File: src/rtl/aes_pkg.sv
// aes_pkg: shared loader FSM states, AES state/column types and byte-slot mapping.
package aes_pkg;
  localparam int NUM_BYTES = 16;
  typedef enum logic [1:0] {IDLE, FILL, HOLD} ld_state_e;
  typedef logic [127:0] aes_state_t;
  typedef logic [31:0] aes_col_t;
  // slot = col*4 + row; transposed streams are row-major
  function automatic logic [3:0] slot_of(input logic [3:0] k, input logic transpose);
    return transpose ? {k[1:0], k[3:2]} : k;
  endfunction
endpackage

File: src/rtl/state_loader_columnmaker.sv
// Columnmaker: packs four row bytes into one column, row0 in the top byte.
module Columnmaker #(
  parameter int BYTE_W = 8
) (
  input  logic [BYTE_W-1:0]   DataA,
  input  logic [BYTE_W-1:0]   DataB,
  input  logic [BYTE_W-1:0]   DataC,
  input  logic [BYTE_W-1:0]   DataD,
  output logic [4*BYTE_W-1:0] column
);
  assign column = {DataA, DataB, DataC, DataD};
endmodule

File: src/rtl/state_loader.sv
// state_loader: assembles a 16-byte stream into a 128-bit AES state with valid/ready hold.
// STATE_LOADER_TRANSPOSE_EN selects row-major input byte placement.
module state_loader
  import aes_pkg::*;
#(
  parameter int NUM_COLS = 4,
  parameter int BYTE_W   = 8
) (
  input  logic              clk,
  input  logic              rst,
  input  logic              in_valid,
  input  logic [BYTE_W-1:0] in_byte,
  output logic              in_ready,
  input  logic              flush,
  output logic              out_valid,
  input  logic              out_ready,
  output aes_state_t        out_state,
  output logic [1:0]        col_idx,
  output logic              busy
);
`ifdef STATE_LOADER_TRANSPOSE_EN
  localparam logic TRANSPOSE = 1'b1;
`else
  localparam logic TRANSPOSE = 1'b0;
`endif
  ld_state_e state_q, state_d;
  logic [3:0] cnt_q, cnt_d;
  logic [BYTE_W-1:0] bytes_q [NUM_BYTES];
  logic [BYTE_W-1:0] bytes_d [NUM_BYTES];
  logic acc;
  aes_col_t cols [NUM_COLS];
  assign in_ready  = !rst && state_q != HOLD;
  assign out_valid = state_q == HOLD;
  assign busy      = state_q != IDLE;
  assign col_idx   = TRANSPOSE ? cnt_q[1:0] : cnt_q[3:2];
  always_comb begin
    acc     = in_valid && in_ready && !flush;
    cnt_d   = flush ? 4'd0 : acc ? cnt_q + 4'd1 : cnt_q;
    state_d = flush ? IDLE
            : state_q == HOLD ? (out_ready ? IDLE : HOLD)
            : acc ? (cnt_q == 4'd15 ? HOLD : FILL)
            : state_q;
    bytes_d = bytes_q;
    if (acc) bytes_d[slot_of(cnt_q, TRANSPOSE)] = in_byte;
  end
  always_ff @(posedge clk or posedge rst) begin
    if (rst) begin
      state_q <= IDLE;
      cnt_q   <= '0;
      for (int i = 0; i < NUM_BYTES; i++) bytes_q[i] <= '0;
    end else begin
      state_q <= state_d;
      cnt_q   <= cnt_d;
      bytes_q <= bytes_d;
    end
  end
  for (genvar c = 0; c < NUM_COLS; c++) begin : g_col
    Columnmaker #(.BYTE_W(BYTE_W)) u_col (
      .DataA (bytes_q[4*c]),
      .DataB (bytes_q[4*c+1]),
      .DataC (bytes_q[4*c+2]),
      .DataD (bytes_q[4*c+3]),
      .column(cols[c])
    );
    assign out_state[(NUM_COLS-1-c)*32 +: 32] = cols[c];
  end
endmodule

File: config.mk
export PLATFORM = sky130hd
export DESIGN_NAME = state_loader
export DESIGN_NICKNAME = d
export VERILOG_FILES = /design/src/rtl/aes_pkg.sv /design/src/rtl/state_loader_columnmaker.sv /design/src/rtl/state_loader.sv
export SDC_FILE = /design/constraint.sdc
export NUM_CORES = 1
export LEC_CHECK = 0
export CORE_MARGIN = 5
export CORE_UTILIZATION = 35
export DETAILED_ROUTE_END_ITERATION = 8
export DONT_BUFFER_PORTS = 1
export GPL_TIMING_DRIVEN = 0
export PLACE_DENSITY = 0.5
export SYNTH_ARGS = -nofsm -noshare
export SYNTH_HDL_FRONTEND = slang
export SYNTH_SLANG_ARGS = --single-unit
File: constraint.sdc
create_clock -name clk -period 5.7 [get_ports clk]
set_input_delay 1.14 -clock clk [delete_from_list [all_inputs] [get_ports clk]]
set_output_delay 1.14 -clock clk [all_outputs]
set_load 0.03 [all_outputs]
==> flow_summary.yaml <==
run_status:
  status: "complete, no violations"
clocking:
  clock_latency_ns: 0.41
  numCtsBuffers: 17
  clockRootBuffer: "clkbuf_16"
  cts_buffer_depth: 2
  cts_max_level: 4
  cts_setup_buffers: 0
  numClockSinks: 134
  path_clk_slew_ns: 0.05
  cts_hold_buf: 0
  cts_resized: 0
  cts_tree: "built"
placed_design:
  dpl_cell_area_mm2: 0.00566
  place.gp.congestion: 0.745
  post-dp-hpwl_um: 9340
  place_ws_ns: 2.81
  port_buffers: 0
worst_setup_path:
  r2r_cells: 5
  path_class: "register to output pin"
  cp.arrival_ns: 1.75
  rr_endpoint: "bytes_q[107]"
  endpoint_kind: "output pin"
  crit_slowest_cell: "nor2_1"
  r2r-start: "cnt_q[0]"
  crit_chain: "nand2b_1, buf_4, inv_2, buf_6, nor2_1"
  crit_end: "in_ready"
  crit_start: "state_q[1]"
  critPathMaxStageDelay_ns: 0.44
  startpoint_type: "register"
  required_ns: 4.56
  reg2reg_slack_ns: 3.54
  crit_path_max_fanout: 10
floorplanning:
  io_pins: 146
  dieWidth_um: 134
  rows: 45
  die_area_mm2: 0.0180
  die_y_um: 134
  start_util: 0.356
  core_area_mm2: 0.0151
cells_and_area:
  areaGrowthSynthToFinish_pct: 16.2
  final_net_count: 377
  final_area_mm2: 0.00627
  seq_area_mm2: 0.00335
  final_cell_mix: "dfrtp_1 (134), mux2_2 (120), clkbuf_16 (17)"
  fin_util: 0.414
  multiInputGateArea_mm2: 0.00192
  n_fill_cell: 1389
  diodes: 0
  layout_commonest_cell: "dfrtp_1"
  drive_above_1_share: 0.477
sta:
  slew_viol_final: 0
  rsz0062_at_grt: "no"
  setup_viol: 0
  max_slew_margin: 0.485
  finalHoldViolCount: 0
  finClkSkew_ns: 0.00866
  tightestPinTransition_ns: 0.767
  min_period_ns: 2.89
  min_period_over_period: 0.508
  max_freq_mhz: 346
  final.setup.worst_slack_ns: 2.81
logic_synthesis:
  synth_cells: 340
  synth_edf_count: 0
  async_reset_ff_frac: 1.00
  ys_ff_latch: 134
  syn-cell-area_mm2: 0.00539
  synth_ff_type: "dfrtp_1"
  synthesis.nets: 357
  synth_warnings: 0
  seq_area_frac_synth: 0.622
  netlist-cell-type-count: 32
  avgSynthCellArea_um2: 15.9
routing:
  wl_um: 13500
  via_per_inst: 5.19
  ant_nets: 0
  wl_per_cell_um: 24.0
  drt_iter0_drc: 174
  vias: 2913
  drt_first_pass_iters: 4
  drc: 0
hold_path:
  hold_class: "register to register"
global_route:
  antenna_found_initial: 0
  grt-ovfl-total: 0
  grt_pass1_wl_um: 20800
  grt_pass1_vias: 3166
  track_usage: 0.156
  grt_max_degree: 91
flow_run:
  cap_violations: 0
power:
  irDropWorstVdd_v: 0.000189
  pwr_density_cell_mw_per_mm2: 363
  p_leak_nw: 3.10
metrics by stage:
step | total power [W] | setup TNS, ns | cells | hold slack [ns]
2_1_floorplan | 0.00116 | 0 | 340 | 0.505
3_3_place_gp | 0.00119 | -65.84 | 528 | 0.531
3_5_place_dp | 0.00120 | 0 | 529 | 0.523
4_1_cts | 0.00231 | 0 | 561 | 0.531
5_1_grt | 0.00237 | 0 | 561 | 0.547
6_report | 0.00228 | 0 | 561 | 0.532
registers in the layout, indices dropped and copies added (netlist names):
register and cells:
bytes_q 128, state_q 2, cnt_q 4
how the worst min path moves through the flow:
stage               start         end  slack [ns]  cells past startpoint
3_5_place_dp   state_q[0]  state_q[0]        0.52                      2
4_1_cts        state_q[0]  state_q[0]        0.53                      2
5_1_grt        state_q[0]  state_q[0]        0.55                      2
3_3_place_gp   state_q[0]  state_q[0]        0.53                      2
6_report       state_q[0]  state_q[0]        0.53                      2
2_1_floorplan  state_q[0]  state_q[0]        0.50                      2
layout make-up:
cell class	count	share of cell area
clock buffer	26	0.0828
timing repair buffer	1	0.00439
multi-input combinational	182	0.306
inverter	4	0.00319
buffer	20	0.0170
clock inverter	6	0.0142
tap	188	0.0375
sequential	134	0.535
critical path, delay by kind of cell, from the launching register on:
kind                   cells  cell delay (ns)
buffers and inverters      3             0.43
DFF                        1             0.39
and+or+nand+nor            2             0.53
report_power, final:
group | leakage [nW] | switching (W) | total (W) | internal (W)
Combinational | 0.965 | 0.0000511 | 0.0000857 | 0.0000347
Clock | 0.293 | 0.000389 | 0.00110 | 0.000714
Sequential | 1.84 | 0.000101 | 0.00109 | 0.000987
Total | 3.10 | 0.000541 | 0.00228 | 0.00174
per-layer routing:
| layer | global-route usage | vias to the layer above | routed length, um |
|---|---|---|---|
| met5 | 0 | - | 0 |
| met4 | 0.0577 | 0 | 214 |
| met3 | 0.0574 | 12 | 927 |
| met2 | 0.257 | 88 | 6850 |
| met1 | 0.190 | 1549 | 5480 |
| li1 | - | 1264 | - |
synth_stat cells, types with 2 or more instances:
| master | n | share of area |
|---|---|---|
| nand2b_1 | 3 | 0.0035 |
| clkbuf_1 | 8 | 0.0056 |
| dfrtp_1 | 134 | 0.62 |
| nand4_1 | 5 | 0.0058 |
| mux2_4 | 8 | 0.022 |
| nand2_1 | 3 | 0.0021 |
| a21oi_1 | 4 | 0.0037 |
| buf_2 | 7 | 0.0065 |
| mux2_2 | 120 | 0.25 |
| o21ai_0 | 2 | 0.0019 |
| inv_1 | 3 | 0.0021 |
| ha_1 | 4 | 0.0093 |
| nor4_4 | 3 | 0.012 |
| nor2_1 | 3 | 0.0021 |
| nand4b_1 | 5 | 0.0081 |
| nor4b_4 | 2 | 0.0088 |
| nand3_1 | 4 | 0.0037 |
| nor2b_1 | 5 | 0.0058 |
| buf_4 | 4 | 0.0056 |
kinds of logic (layout without fill, tap and decap cells):
logic type	count (synthesis)	in the layout	synth area share
flops	134	134	0.622
fa+ha+maj	4	4	0.00928
buf+inv	24	57	0.0225
simple gates	39	39	0.0599
mux	129	129	0.275
compound gates	10	10	0.0118
No activity file was read; power rests on OpenSTA's default activity.
